File: config.mk
export PLATFORM = sky130hd
export DESIGN_NAME = unified_mem_arbiter
export DESIGN_NICKNAME = d
export VERILOG_FILES = /design/src/rtl/mem_arb_pkg.sv /design/src/rtl/mem_arb_prio.sv /design/src/rtl/unified_mem_arbiter.sv
export SDC_FILE = /design/constraint.sdc
export NUM_CORES = 1
export LEC_CHECK = 0
export ABC_AREA = 1
export CORE_AREA = 3 3 138 140
export CTS_CLUSTER_DIAMETER = 50
export DETAILED_ROUTE_END_ITERATION = 8
export DIE_AREA = 0 0 141 143
export PLACE_DENSITY_LB_ADDON = 0.1
export SYNTH_ARGS = -nofsm -noshare
export SYNTH_HDL_FRONTEND = slang
export SYNTH_SLANG_ARGS = --single-unit
File: constraint.sdc
create_clock -name clk -period 2.7 [get_ports clk]
set_clock_uncertainty 0.15 [all_clocks]
set_input_delay 0.54 -clock clk [delete_from_list [all_inputs] [get_ports clk]]
set_output_delay 0.54 -clock clk [all_outputs]
set_load 0.1 [all_outputs]
File: src/rtl/mem_arb_pkg.sv
// Shared types and constants for the unified memory arbiter.
package mem_arb_pkg;

  // Which port owns the read response that arrives next cycle.
  typedef enum logic [1:0] {
    OWN_NONE = 2'd0,
    OWN_IF   = 2'd1,
    OWN_LS   = 2'd2,
    OWN_DBG  = 2'd3
  } owner_e;

  // Arbiter operating mode: RUN serves everyone, HALT serves only the host.
  typedef enum logic {
    ST_RUN  = 1'b0,
    ST_HALT = 1'b1
  } state_e;

  // Read data returned for an out-of-range read.
  localparam logic [31:0] BAD_RDATA = 32'hDEAD_BEEF;

  // Bit positions inside the request / grant vectors.
  localparam int GNT_IF  = 0;
  localparam int GNT_LS  = 1;
  localparam int GNT_DBG = 2;

  // True when a byte address falls beyond the end of the RAM.
  function automatic logic is_oor(input logic [31:0] addr, input int unsigned mem_words);
    logic [32:0] limit;
    limit = 33'(mem_words) << 2;
    return ({1'b0, addr} >= limit);
  endfunction

endpackage

File: src/rtl/mem_arb_prio.sv
// Combinational 3-way priority picker: DBG > LS > IF, or DBG > IF > LS when
// the fetch port is starving. While halted only DBG can be granted.
module mem_arb_prio
  import mem_arb_pkg::*;
(
  input  logic [2:0] req,
  input  logic       starve,
  input  logic       halted,
  output logic [2:0] gnt
);

  // One-hot grant selection.
  always_comb begin
    gnt = 3'b000;
    if (req[GNT_DBG]) begin
      gnt[GNT_DBG] = 1'b1;
    end else if (halted) begin
      gnt = 3'b000;
    end else if (starve && req[GNT_IF]) begin
      gnt[GNT_IF] = 1'b1;
    end else if (req[GNT_LS]) begin
      gnt[GNT_LS] = 1'b1;
    end else if (req[GNT_IF]) begin
      gnt[GNT_IF] = 1'b1;
    end else begin
      gnt = 3'b000;
    end
  end

endmodule

File: src/rtl/unified_mem_arbiter.sv
// Shares one single-port synchronous RAM between CPU fetch, CPU load/store and
// a host debug port; detects the completion marker and provides a halt path.
module unified_mem_arbiter
  import mem_arb_pkg::*;
#(
  parameter int unsigned MEM_SIZE_WORDS = 1024,
  parameter int          ADDR_W         = 10,
  parameter logic [31:0] DONE_ADDR      = 32'h0000_0400,
  parameter logic [31:0] DONE_VALUE     = 32'h0000_0042,
  parameter int          STARVE_LIMIT   = 4
) (
  input  logic              clk,
  input  logic              rst_n,
  input  logic              if_req,
  input  logic [31:0]       if_addr,
  output logic              if_gnt,
  output logic              if_rvalid,
  output logic [31:0]       if_rdata,
  input  logic              ls_req,
  input  logic [31:0]       ls_addr,
  input  logic [31:0]       ls_wdata,
  input  logic [3:0]        ls_wen,
  output logic              ls_gnt,
  output logic              ls_rvalid,
  output logic [31:0]       ls_rdata,
  input  logic              dbg_req,
  input  logic [31:0]       dbg_addr,
  input  logic [31:0]       dbg_wdata,
  input  logic [3:0]        dbg_wen,
  output logic              dbg_gnt,
  output logic              dbg_rvalid,
  output logic [31:0]       dbg_rdata,
  input  logic              dbg_halt,
  output logic              mem_en,
  output logic [ADDR_W-1:0] mem_addr,
  output logic [31:0]       mem_wdata,
  output logic [3:0]        mem_wen,
  input  logic [31:0]       mem_rdata,
  output logic              halted,
  output logic              done,
  output logic              err
);

  localparam int SW = $clog2(STARVE_LIMIT + 1);

  state_e        state;
  state_e        state_nxt;
  logic [SW-1:0] starve_cnt;
  logic          starve;
  owner_e        owner;
  logic          owner_oor;
  logic [2:0]    req_v;
  logic [2:0]    gnt;
  logic          accept;
  logic [31:0]   sel_addr;
  logic [31:0]   sel_wdata;
  logic [3:0]    sel_wen;
  owner_e        sel_own;
  logic          sel_oor;
  logic          sel_read;
  logic          done_set;
  logic [31:0]   resp_data;
  logic [31:0]   if_rdata_q;
  logic [31:0]   ls_rdata_q;
  logic [31:0]   dbg_rdata_q;

  // Requests are masked while reset is asserted so every output reads 0.
  assign req_v   = {dbg_req, ls_req, if_req} & {3{rst_n}};
  assign starve  = (starve_cnt == SW'(STARVE_LIMIT));
  assign halted  = (state == ST_HALT);

  mem_arb_prio u_prio (
    .req    (req_v),
    .starve (starve),
    .halted (halted),
    .gnt    (gnt)
  );

  assign if_gnt  = gnt[GNT_IF];
  assign ls_gnt  = gnt[GNT_LS];
  assign dbg_gnt = gnt[GNT_DBG];
  assign accept  = |gnt;

  // Route the granted port's request fields.
  always_comb begin
    sel_addr  = 32'h0000_0000;
    sel_wdata = 32'h0000_0000;
    sel_wen   = 4'b0000;
    sel_own   = OWN_NONE;
    case (gnt)
      3'b001:  begin sel_addr = if_addr;  sel_own = OWN_IF; end
      3'b010:  begin sel_addr = ls_addr;  sel_wdata = ls_wdata;  sel_wen = ls_wen;  sel_own = OWN_LS;  end
      3'b100:  begin sel_addr = dbg_addr; sel_wdata = dbg_wdata; sel_wen = dbg_wen; sel_own = OWN_DBG; end
      default: sel_own = OWN_NONE;
    endcase
  end

  assign sel_oor  = is_oor(sel_addr, MEM_SIZE_WORDS);
  assign sel_read = (sel_wen == 4'b0000);
  assign done_set = (gnt[GNT_LS] || gnt[GNT_DBG]) && (sel_wen == 4'b1111) &&
                    (sel_addr == DONE_ADDR) && (sel_wdata == DONE_VALUE);

  // Drive the RAM only for accepted in-range accesses; out-of-range writes vanish here.
  always_comb begin
    mem_en    = 1'b0;
    mem_addr  = '0;
    mem_wdata = 32'h0000_0000;
    mem_wen   = 4'b0000;
    if (accept && !sel_oor) begin
      mem_en    = 1'b1;
      mem_addr  = sel_addr[ADDR_W+1:2];
      mem_wdata = sel_wdata;
      mem_wen   = sel_wen;
    end else begin
      mem_en    = 1'b0;
    end
  end

  // Next-state logic: once done is set, only reset leaves HALT.
  always_comb begin
    state_nxt = state;
    case (state)
      ST_RUN: begin
        if (done_set || done || dbg_halt) state_nxt = ST_HALT;
        else                              state_nxt = ST_RUN;
      end
      ST_HALT: begin
        if (!dbg_halt && !done && !done_set) state_nxt = ST_RUN;
        else                                 state_nxt = ST_HALT;
      end
      default: state_nxt = ST_RUN;
    endcase
  end

  // Mode register.
  always_ff @(posedge clk or negedge rst_n) begin
    if (!rst_n) state <= ST_RUN;
    else        state <= state_nxt;
  end

  // Fetch starvation counter: counts consecutive denials, saturating, cleared on a fetch grant.
  always_ff @(posedge clk or negedge rst_n) begin
    if (!rst_n)                       starve_cnt <= '0;
    else if (if_gnt)                  starve_cnt <= '0;
    else if (if_req && !starve)       starve_cnt <= starve_cnt + SW'(1);
    else                              starve_cnt <= starve_cnt;
  end

  // Response owner and error pulse for the access accepted this cycle.
  always_ff @(posedge clk or negedge rst_n) begin
    if (!rst_n) begin
      owner     <= OWN_NONE;
      owner_oor <= 1'b0;
      err       <= 1'b0;
    end else begin
      owner     <= (accept && sel_read) ? sel_own : OWN_NONE;
      owner_oor <= accept && sel_oor;
      err       <= accept && sel_oor;
    end
  end

  assign resp_data = owner_oor ? BAD_RDATA : mem_rdata;

  // Per-port read data holding registers, refreshed only by that port's response.
  always_ff @(posedge clk or negedge rst_n) begin
    if (!rst_n) begin
      if_rdata_q  <= 32'h0000_0000;
      ls_rdata_q  <= 32'h0000_0000;
      dbg_rdata_q <= 32'h0000_0000;
    end else begin
      if (owner == OWN_IF)  if_rdata_q  <= resp_data;
      else                  if_rdata_q  <= if_rdata_q;
      if (owner == OWN_LS)  ls_rdata_q  <= resp_data;
      else                  ls_rdata_q  <= ls_rdata_q;
      if (owner == OWN_DBG) dbg_rdata_q <= resp_data;
      else                  dbg_rdata_q <= dbg_rdata_q;
    end
  end

  assign if_rvalid  = (owner == OWN_IF);
  assign ls_rvalid  = (owner == OWN_LS);
  assign dbg_rvalid = (owner == OWN_DBG);
  assign if_rdata   = if_rvalid  ? resp_data : if_rdata_q;
  assign ls_rdata   = ls_rvalid  ? resp_data : ls_rdata_q;
  assign dbg_rdata  = dbg_rvalid ? resp_data : dbg_rdata_q;

  // Sticky completion flag.
  always_ff @(posedge clk or negedge rst_n) begin
    if (!rst_n)        done <= 1'b0;
    else if (done_set) done <= 1'b1;
    else               done <= done;
  end

endmodule

-- After elaboration in Yosys (flattened, before gate mapping)
Cells that the tools add are included.
- register bits: 104
- output and inout bits: 152
- logic and storage cells: 69
- $add $sub $neg: 1
- $lt $le $gt $ge: 1
- equal/unequal tests: 10
- mux-type cells: 26
- bitwise gates (word level): 2
- reductions and logical operators: 21
- operators with widths (kind ; number):
    $mux 32 ; 5
    $pmux 32 s3 ; 1
    $pmux 32 s2 ; 1
    $eq 32x11->1 const B ; 1
    $eq 32x7->1 const B ; 1
    $ge 32x13->1 const B ; 1
    $logic_and 1x1->1 ; 10
    $mux 10 ; 1
    $mux 1 ; 9
    $pmux 4 s2 ; 1
    $eq 3x3->1 const B ; 2
    $mux 2 ; 3
    $mux 3 ; 2
    $pmux 2 s3 ; 1
    $logic_not 1->1 ; 5
    $eq 2x2->1 const B ; 2
    $eq 4x4->1 const B ; 1
    $logic_not 4->1 ; 1
    $mux 4 ; 1
    $add 3x1->3 const B ; 1
    $and 3x3->3 ; 1
    $eq 3x1->1 const B ; 1
    $eq 3x2->1 const B ; 1
    $logic_or 1x1->1 ; 3
    other kinds (5) ; 5

-- Depth between registers and ports, before layout
Gate-level depths: netlist of the first run.
- depth in word-level cells: 16
- depth in mapped cells: 16

-- Cells and area by module
Synthesis of the first run repeated with hierarchy kept, for this count alone.
- cells, all modules: 740
- area total of the unflattened synthesis: 5799.3 sq um
- modules (own cells, without submodules) (module ; instances ; cells an instance ; area an instance (sq um)):
    unified_mem_arbiter ; 1 ; 730 ; 5755.5
    mem_arb_prio ; 1 ; 10 ; 43.8

-- Least setup slack after synthesis of the first run
OpenSTA, ideal clock, no wires.
- kind: reg-to-output
- from: reg state, in the netlist halted
- to: out mem_addr[0]
- arrival time: 4.505 ns
- setup slack: -2.495 ns
- stages on the path, launching flop included: 10
- buffers on the path: 2
- cells stage by stage: dfrtp_1 -> nor2_2 -> nand3_2 -> inv_1 -> buf_2 -> nor3_1 -> nor2_2 -> inv_2 -> buf_6 -> nor2_1
- cells in the longest elaborated chain, start to end: 8
- RTL lines (element ; line ; text):
    start: declaration ; unified_mem_arbiter.sv:46 ; state_e state;
    start signal: assignment ; unified_mem_arbiter.sv:138 ; else state <= state_nxt;
    $mux 2 (*) ; mem_arb_prio.sv:17 ; end else if (halted) begin
    $mux 2 (*) ; mem_arb_prio.sv:15 ; if (req[GNT_DBG]) begin
    via if_gnt ; unified_mem_arbiter.sv:16 ; output logic if_gnt,
    $eq 3x3->1, or another cell as far along ; unified_mem_arbiter.sv:90 ; case (gnt)
    $pmux 32 s3 ; unified_mem_arbiter.sv:90 ;
    $ge 32x13->1 ; mem_arb_pkg.sv:30 ; return ({1'b0, addr} >= limit);
    $logic_not 1->1 ; unified_mem_arbiter.sv:109 ; if (accept && !sel_oor) begin
    $logic_and 1x1->1 ; unified_mem_arbiter.sv:109 ;
    $mux 10 (*) ; unified_mem_arbiter.sv:109 ;
    end: declaration ; unified_mem_arbiter.sv:35 ; output logic [ADDR_W-1:0] mem_addr,
The timed path passes the listed nets; every way through them passes the cells marked *.

-- Worst setup path in the final report of the first run
- from: in ls_addr[31]
- to: out mem_wdata[27]
- cells in the longest elaborated chain, start to end: 5
- RTL lines (element ; line ; text):
    start: declaration ; unified_mem_arbiter.sv:20 ; input logic [31:0] ls_addr,
    $pmux 32 s3 ; unified_mem_arbiter.sv:90 ;
    $ge 32x13->1 ; mem_arb_pkg.sv:30 ;
    $logic_not 1->1 ; unified_mem_arbiter.sv:109 ;
    $logic_and 1x1->1 ; unified_mem_arbiter.sv:109 ;
    $mux 32 ; unified_mem_arbiter.sv:109 ;
    end: declaration ; unified_mem_arbiter.sv:36 ; output logic [31:0] mem_wdata,
Every way passes these cells.

==> qor.log, run 1 <==
qor: timing.slew-limit-headroom 38.47%
qor: power_and_ir_drop.total_leakage_power 0.005699 uW
qor: synthesis.synth-xor-area-share 0%
qor: clock_network.cts_htree_levels 3
qor: synthesis.ys_warn_count 0
qor: timing.max_transition_viols_final 0
qor: timing.max_clock_freq 0.3047 GHz
qor: worst_setup_path.timing.critical_path.required 2010 ps
qor: worst_setup_path.critical_path.max_fanout 6
qor: timing.layout_setup_ws -582.2 ps
qor: timing.final_hold_viol_count 0
qor: synthesis.synth_compound_gate_area_share 2.385%
qor: worst_setup_path.r2r_endpoint done
qor: run_status.violations setup timing
qor: worst_setup_path.crit_path_start_kind input port
qor: synthesis.synthesis.area 6191 um2
qor: synthesis.count_of_cell_types_in_the_netlist 28
qor: finish.drive_above_1_share 35.52%
qor: place.gpl.final_weighted_congestion 0.8485
qor: floorplanning.core_area 17960 um2
qor: floorplanning.die_area 20160 um2
qor: finish.layout_commonest_cell sky130_fd_sc_hd__nand2_1
qor: synthesis.synth_simple_gate_area_share 34.88%
qor: global_routing.grt_first_pass_wirelength 39610 um
qor: synthesis.synth_mux_area_share 11.64%
qor: finish.areaGrowthSynthToFinish 110.3%
qor: floorplanning.floorplan.rows 49
qor: clock_network.cts.hold.buffers_added 0
qor: power_and_ir_drop.vdd_ir_drop_max 0.0007730 V
qor: clock_network.tritoncts.num_buffers 9
qor: worst_setup_path.worstReg2RegStart starve_cnt[0]
qor: timing.worstMarginPinSlew 922.9 ps
qor: worst_setup_path.critical-path-slowest-cell sky130_fd_sc_hd__clkdlybuf4s50_1
qor: synthesis.synth.ff_latch_count 104
qor: finish.finish.instance_area 13020 um2
qor: global_routing.grt_start_max_net_pins 72
qor: place.placed_cells 1449
qor: place.placed_wire_length_estimate 20560 um
qor: worst_setup_path.critPathKind input port to output port
qor: floorplanning.die_height 143 um
qor: worst_setup_path.longest_individual_stage_delay_on_the_worst_path 420 ps
qor: routing.detail_route.drc_violations 0
qor: floorplanning.ios 358
qor: timing.setup_total_neg_slack -24540 ps
qor: worst_setup_path.rrSetupSlack 150 ps
qor: routing.via_count 7031
qor: place.count_of_input_and_output_buffers 357
qor: routing.finalWirelength 26190 um
qor: synthesis.synth_adder_area_share 0.4042%
qor: place.dpl-instance-area 12440 um2
qor: clock_network.clock_path_buffers 2
qor: global_routing.grt_antenna_before_repair 6
qor: worst_setup_path.worst_setup_path_end_kind output port
qor: hold_path.hold_path_class input port to async pin
qor: worst_setup_path.cells_on_worst_reg2reg_path 17
qor: routing.wl_per_cell 17.64 um
qor: finish.most-common-layout-cells sky130_fd_sc_hd__nand2_1, sky130_fd_sc_hd__clkdlybuf4s50_1, sky130_fd_sc_hd__buf_12
qor: routing.via_per_inst 4.735
qor: floorplanning.floorplan.initialDensity 34.46%
qor: synthesis.ys_seq_area_share 42.04%
qor: timing.setup_viol_count_final 47
qor: clock_network.worst_setup_hold_path_clk_slew 70 ps
qor: finish.fin_util 72.49%
qor: worst_setup_path.cp_cell_sequence clkdlybuf4s50_1 > nor2_1 > nand4_1 > o21ai_2 > o21ai_1 > nor3_2 > nand2_2 > nor2_4 > inv_6 > buf_12 > buf_16 > nor2_4 > buf_12
qor: finish.finalNetCount 1453
qor: run_status.status finished with violations
qor: routing.first_iter_violations 307
qor: timing.final_period_minus_worst_setup_slack 3282 ps
qor: synthesis.dominant_combinational_cell_family_by_area_after_synthesis simple AND/OR/NAND/NOR gates
qor: finish.nFillCells 1358
qor: synthesis.synth_instances 823
qor: routing.dr.pass1.iters 4
qor: finish.fin_cells 1485
qor: clock_network.cts.root.buffer_cell sky130_fd_sc_hd__clkbuf_16
qor: timing.fin_crit_sh 121.6%
qor: clock_network.clock_tree_from_tritoncts built
qor: power_and_ir_drop.power_density 671.7 nW/um2
qor: clock_network.tritoncts_num_sinks 104
qor: global_routing.grt_pass1_vias 7321
qor: routing.antenna_violating_nets_post_route 0
qor: global_routing.grt_usage 25.15%
qor: run.timing.max_cap.violations 0
qor: floorplanning.die-width 141 um
qor: synthesis.synthesized_netlist_net_count 1031
qor: worst_setup_path.worstPathArrival 2590 ps
qor: synthesis.synth_area_per_cell 7.522 um2
qor: global_routing.grt_overflow_total 0
qor: timing.rsz0062_at_grt yes
qor: clock_network.clock_latency 340 ps
-- per-stage QoR --
| step | setup slack (ps) | power (uW) | hold WS, ps |
|---|---|---|---|
| final | -582.2 | 8747 | 122.6 |
| after global routing | -708.6 | 9057 | 143.1 |
| after CTS | -481.7 | 8805 | 129.9 |
| after global placement | -685.3 | 7340 | 320.9 |
| after detailed placement | -701.9 | 7396 | 342.3 |
| after floorplan | -837.3 | 5202 | 94.41 |
-- state kept, by name, indices dropped and copies added (netlist names) --
signal	cells
starve_cnt	3
ls_rdata_q	32
owner_oor	1
done	1
dbg_rdata_q	32
if_rdata_q	32
owner	2
halted	1
-- how the worst max path moves through the flow --
stage	startpoint	end	slack (ps)
after floorplan	starve_cnt[0]	mem_addr[0]	-840
after global placement	if_req	mem_wdata[10]	-690
after detailed placement	if_req	mem_wdata[10]	-700
after CTS	starve_cnt[0]	mem_wdata[25]	-480
after global routing	starve_cnt[0]	mem_wdata[27]	-710
final	ls_addr[31]	mem_wdata[27]	-580
-- critical path: cells and delay by family --
kind | cells | cell delay, ps
AND/OR/NAND/NOR | 6 | 830
AO/OA/AOI/OAI | 2 | 250
buffers and inverters | 5 | 960
-- cell type report --
type                       instances  area, um2  area share, %
timing repair buffer             456       5946          45.66
sequential                       104       2608          20.02
clock inverter                     6      75.07         0.5765
multi-input combinational        587       3518          27.02
tap                              229      286.5          2.200
antenna                            6      15.01         0.1153
clock buffer                      10      229.0          1.758
inverter                          87      345.3          2.652
-- report_power, final --
part | switching (uW) | total [uW] | internal (uW)
sequential | 110 | 2000 | 1890
combinational | 3420 | 5420 | 2000
clock | 594 | 1330 | 733
total | 4120 | 8750 | 4620
-- Yosys cell counts, drive strengths merged --
master | number | area [um2]
o21ai | 19 | 98.84
nor4 | 3 | 18.77
inv | 87 | 326.6
a22o | 1 | 8.760
nand2 | 214 | 813.3
clkbuf | 26 | 97.59
a31oi | 1 | 6.260
nor2 | 134 | 543.0
o22ai | 3 | 18.77
nand3 | 84 | 425.4
nor3 | 8 | 40.04
a21oi | 3 | 15.01
nand4 | 26 | 162.7
mux2 | 64 | 720.7
ha | 2 | 25.02
buf | 19 | 111.4
dfrtp | 104 | 2603
or2 | 25 | 156.4
-- layer usage --
layer	GRT usage, %	wire length [um]
met1	27.63	9395
met2	46.24	14240
met3	5.593	1740
met4	11.58	809
met5	0	0
-- kinds of logic after synthesis --
kind of cell             Yosys count
buffers and inverters            132
multiplexers                      64
flip-flops                       104
AND/OR/NAND/NOR                  494
AO/OA/AOI/OAI                     27
adder cells (fa/ha/maj)            2
-- timing repair --
action                                  CTS  global route
pin swaps                                23            12
buffers inserted                          9             2
endpoints found under the setup margin   48            49
resized for setup                        57             7
cloned                                    3             1
Note: power is estimated with default switching activity, not from simulation.
==> run 2, diff against run 1 <==
--- a/config.mk
+++ b/config.mk
@@ -7,7 +7,7 @@
 export LEC_CHECK = 0
 export ABC_AREA = 1
 export CORE_AREA = 3 3 138 140
-export CTS_CLUSTER_DIAMETER = 50
+export CTS_CLUSTER_DIAMETER = 60
 export DETAILED_ROUTE_END_ITERATION = 8
 export DIE_AREA = 0 0 141 143
 export PLACE_DENSITY_LB_ADDON = 0.1
==> results of run 2 <==
No change in the layout: final DEF, timing and power equal those of run 1.
==> run 3, diff against run 2 <==
--- a/config.mk
+++ b/config.mk
@@ -6,10 +6,11 @@
 export NUM_CORES = 1
 export LEC_CHECK = 0
 export ABC_AREA = 1
-export CORE_AREA = 3 3 138 140
+export CORE_ASPECT_RATIO = 0.9
+export CORE_MARGIN = 3
+export CORE_UTILIZATION = 36
 export CTS_CLUSTER_DIAMETER = 60
 export DETAILED_ROUTE_END_ITERATION = 8
-export DIE_AREA = 0 0 141 143
 export PLACE_DENSITY_LB_ADDON = 0.1
 export SYNTH_ARGS = -nofsm -noshare
 export SYNTH_HDL_FRONTEND = slang
==> run 3 against run 2 <==
The run still ends with setup timing left. Via count grew 1.9%. Cell count decreased by 1.1%. Critical path depth fell by 2. Die area down 6.7%. Setup slack better by 18 ps. Utilization increased by 6.4 points. Clock power shrank 5%. Global-route usage grew 2.4 points.
==> qor.log, run 3 (same netlist as run 1, synthesis figures left out) <==
qor: run_status.status finished with violations
qor: run_status.violations setup timing
qor: floorplanning.floorplan.rows 44 [-10%]
qor: place.dp_slack -699.9 ps [+2.016 ps]
qor: worst_setup_path.rrSetupSlack 230 ps [+80 ps]
qor: routing.first_iter_violations 431 [+40%]
qor: power_and_ir_drop.switchingPower 4169 uW [+1.1%]
qor: floorplanning.die_height 130.4 um [-8.8%]
qor: worst_setup_path.critical_path.top_delay_family buffers and inverters
qor: worst_setup_path.worst_setup_path_end_kind output port
qor: timing.slew-limit-headroom 37.61% [-0.87 points]
qor: place.placed_wire_length_estimate 20970 um [+2.0%]
qor: floorplanning.die-width 144.2 um [+2.3%]
qor: finish.layout_commonest_cell sky130_fd_sc_hd__nand2_1
qor: worst_setup_path.cp_cell_sequence clkdlybuf4s50_1 > nor4_2 > buf_4 > o21ai_2 > nor3_2 > nand2_2 > nor2_4 > inv_8 > buf_12 > nor2_4 > buf_12
qor: clock_network.cts_htree_levels 3 [unchanged]
qor: timing.layout_setup_ws -564.3 ps [+17.88 ps]
qor: finish.finalNetCount 1458 [+0.34%]
qor: global_routing.globalRouteMet3Util 5.786% [+0.19 points]
qor: worst_setup_path.cells_on_worst_reg2reg_path 17 [unchanged]
qor: floorplanning.floorplan.initialDensity 37.48% [+3.0 points]
qor: global_routing.grt_start_max_net_pins 76 [+5.6%]
qor: finish.footprint_of_the_multi_input_gates 3536 um2 [+0.50%]
qor: place.dpl-instance-area 12440 um2 [about the same]
qor: clock_network.worst_setup_hold_path_clk_slew 70 ps [about the same]
qor: floorplanning.die_area 18810 um2 [-6.7%]
qor: routing.detail_route.drc_violations 0 [unchanged]
qor: timing.worst_hold_slack 124.9 ps [+2.339 ps]
qor: place.count_of_input_and_output_buffers 357 [unchanged]
qor: worst_setup_path.worstReg2RegStart starve_cnt[1]
qor: finish.areaGrowthSynthToFinish 110.5% [about the same]
qor: finish.nFillCells 1118 [-18%]
qor: global_routing.grt_usage 27.53% [+2.4 points]
qor: place.gpl.final_weighted_congestion 0.9382 [+11%]
qor: clock_network.clock_tree_from_tritoncts built
qor: power_and_ir_drop.power 8707 uW [-0.45%]
qor: worst_setup_path.critical_path.max_fanout 9 [+3]
qor: routing.dr.pass1.iters 5 [+1]
qor: worst_setup_path.worstPathArrival 2570 ps [-20 ps]
qor: floorplanning.core_area 16520 um2 [-8.1%]
qor: timing.final_hold_viol_count 0 [unchanged]
qor: routing.via_count 7165 [+1.9%]
qor: power_and_ir_drop.power_switching_share 47.88% [+0.74 points]
qor: power_and_ir_drop.vdd_ir_drop_max 0.0003922 V [-49%]
qor: clock_network.cts.hold.buffers_added 0 [unchanged]
qor: worst_setup_path.r2r_endpoint done
qor: hold_path.hold_path_class input port to async pin
qor: clock_network.tritoncts_num_sinks 104 [unchanged]
qor: timing.rsz0062_at_grt yes
qor: finish.sequential_cell_area 2608 um2 [unchanged]
qor: timing.max_clock_freq 0.3063 GHz [+0.55%]
qor: clock_network.clock_path_buffers 2 [unchanged]
qor: timing.max_transition_viols_final 0 [unchanged]
qor: floorplanning.ios 358 [unchanged]
qor: power_and_ir_drop.power_density 668.0 nW/um2 [-0.55%]
qor: worst_setup_path.longest_individual_stage_delay_on_the_worst_path 450 ps [+30 ps]
qor: global_routing.grt_antenna_before_repair 6 [unchanged]
qor: finish.fin_util 78.92% [+6.4 points]
qor: timing.fin_crit_sh 120.9% [-0.66 points]
qor: power_and_ir_drop.total_leakage_power 0.005761 uW [+1.1%]
qor: timing.worstMarginPinSlew 935.9 ps [+12.98 ps]
qor: routing.via_per_inst 4.877 [+3.0%]
qor: finish.drive_above_1_share 36.18% [+0.66 points]
qor: routing.wl_per_cell 17.97 um [+1.9%]
qor: clock_network.clock_latency 340 ps [about the same]
qor: routing.finalWirelength 26400 um [+0.79%]
qor: power_and_ir_drop.cell_internal_pwr 4538 uW [-1.8%]
qor: global_routing.grt_pass1_vias 7441 [+1.6%]
qor: finish.finish.instance_area 13040 um2 [about the same]
qor: global_routing.grt_overflow_total 0 [unchanged]
qor: global_routing.global_route_met1_usage 28.76% [+1.1 points]
qor: clock_network.cts.root.buffer_cell sky130_fd_sc_hd__clkbuf_16
qor: finish.reg.largest.list dbg_rdata_q x32, if_rdata_q x32, ls_rdata_q x32
qor: worst_setup_path.worst-path-buf-inv 5 [unchanged]
qor: worst_setup_path.critical-path-slowest-cell sky130_fd_sc_hd__clkdlybuf4s50_1
qor: routing.antenna_violating_nets_post_route 0 [unchanged]
qor: worst_setup_path.timing.critical_path.required 2010 ps [about the same]
qor: timing.final_period_minus_worst_setup_slack 3264 ps [-17.88 ps]
qor: power_and_ir_drop.combinationalPowerShare 62.5% [+0.5 points]
qor: global_routing.grt_first_pass_wirelength 39870 um [+0.66%]
qor: worst_setup_path.crit_path_start_kind input port
qor: power_and_ir_drop.seq_power_share 23.0% [about the same]
qor: power_and_ir_drop.power_frac_clock 14.5% [-0.7 points]
qor: global_routing.top_usage_layer met2
qor: run.timing.max_cap.violations 0 [unchanged]
qor: clock_network.tritoncts.num_buffers 9 [unchanged]
qor: worst_setup_path.critPathKind input port to output port
qor: finish.most-common-layout-cells sky130_fd_sc_hd__nand2_1, sky130_fd_sc_hd__clkdlybuf4s50_1, sky130_fd_sc_hd__buf_12
qor: timing.setup_viol_count_final 47 [unchanged]
qor: global_routing.globalRouteMet2Util 52.96% [+6.7 points]
==> run 3: repair_timing <==
| action | CTS | global route |
|---|---|---|
| gates cloned | 2 | 0 |
| resized for setup | 55 | 16 |
| setup buffers | 11 | 5 |
| endpoints found under the setup margin | 51 | 51 |
| pin swaps | 22 | 6 |
==> run 3: per-layer routing <==
metal  wire length, um  share of wire (%)  up-vias
met2             14530                 55      271
li1                  -                  -     3475
met1              9200                 35     3357
met3              1576                6.0       62
met4              1088                4.1        0
met5                 0                  0        -
==> run 3: power groups by stage <==
stage	registers (uW)	logic, uW	clock network (uW)
2_1_floorplan	2000	3200	0
3_3_place_gp	2010	5330	0
3_5_place_dp	2030	5370	0
4_1_cts	2010	5450	1280
5_1_grt	2040	5620	1360
6_report	2000	5450	1260
==> run 3: cell type report <==
cell class / count / area share (%)
antenna: 7 / 0.1344
clock buffer: 9 / 1.728
timing repair buffer: 461 / 45.83
tap: 207 / 1.987
inverter: 87 / 2.678
multi-input combinational: 587 / 27.13
sequential: 104 / 20.00
clock inverter: 7 / 0.5087
==> run 3: per-stage QoR <==
step	std cells	TNS, ps
5_1_grt	1468	-28290
6_report	1469	-24510
4_1_cts	1459	-21090
3_5_place_dp	1430	-32860
3_3_place_gp	1430	-29280
2_1_floorplan	823	-37130
==> run 3: worst max path at each step <==
stage | depth (start not counted) | startpoint | to
2_1_floorplan | 15 | starve_cnt[0] | mem_addr[0]
3_3_place_gp | 13 | if_req | mem_addr[8]
3_5_place_dp | 12 | if_addr[24] | mem_wdata[29]
4_1_cts | 16 | starve_cnt[1] | mem_wdata[29]
5_1_grt | 14 | starve_cnt[1] | mem_wdata[29]
6_report | 11 | if_addr[23] | mem_addr[1]
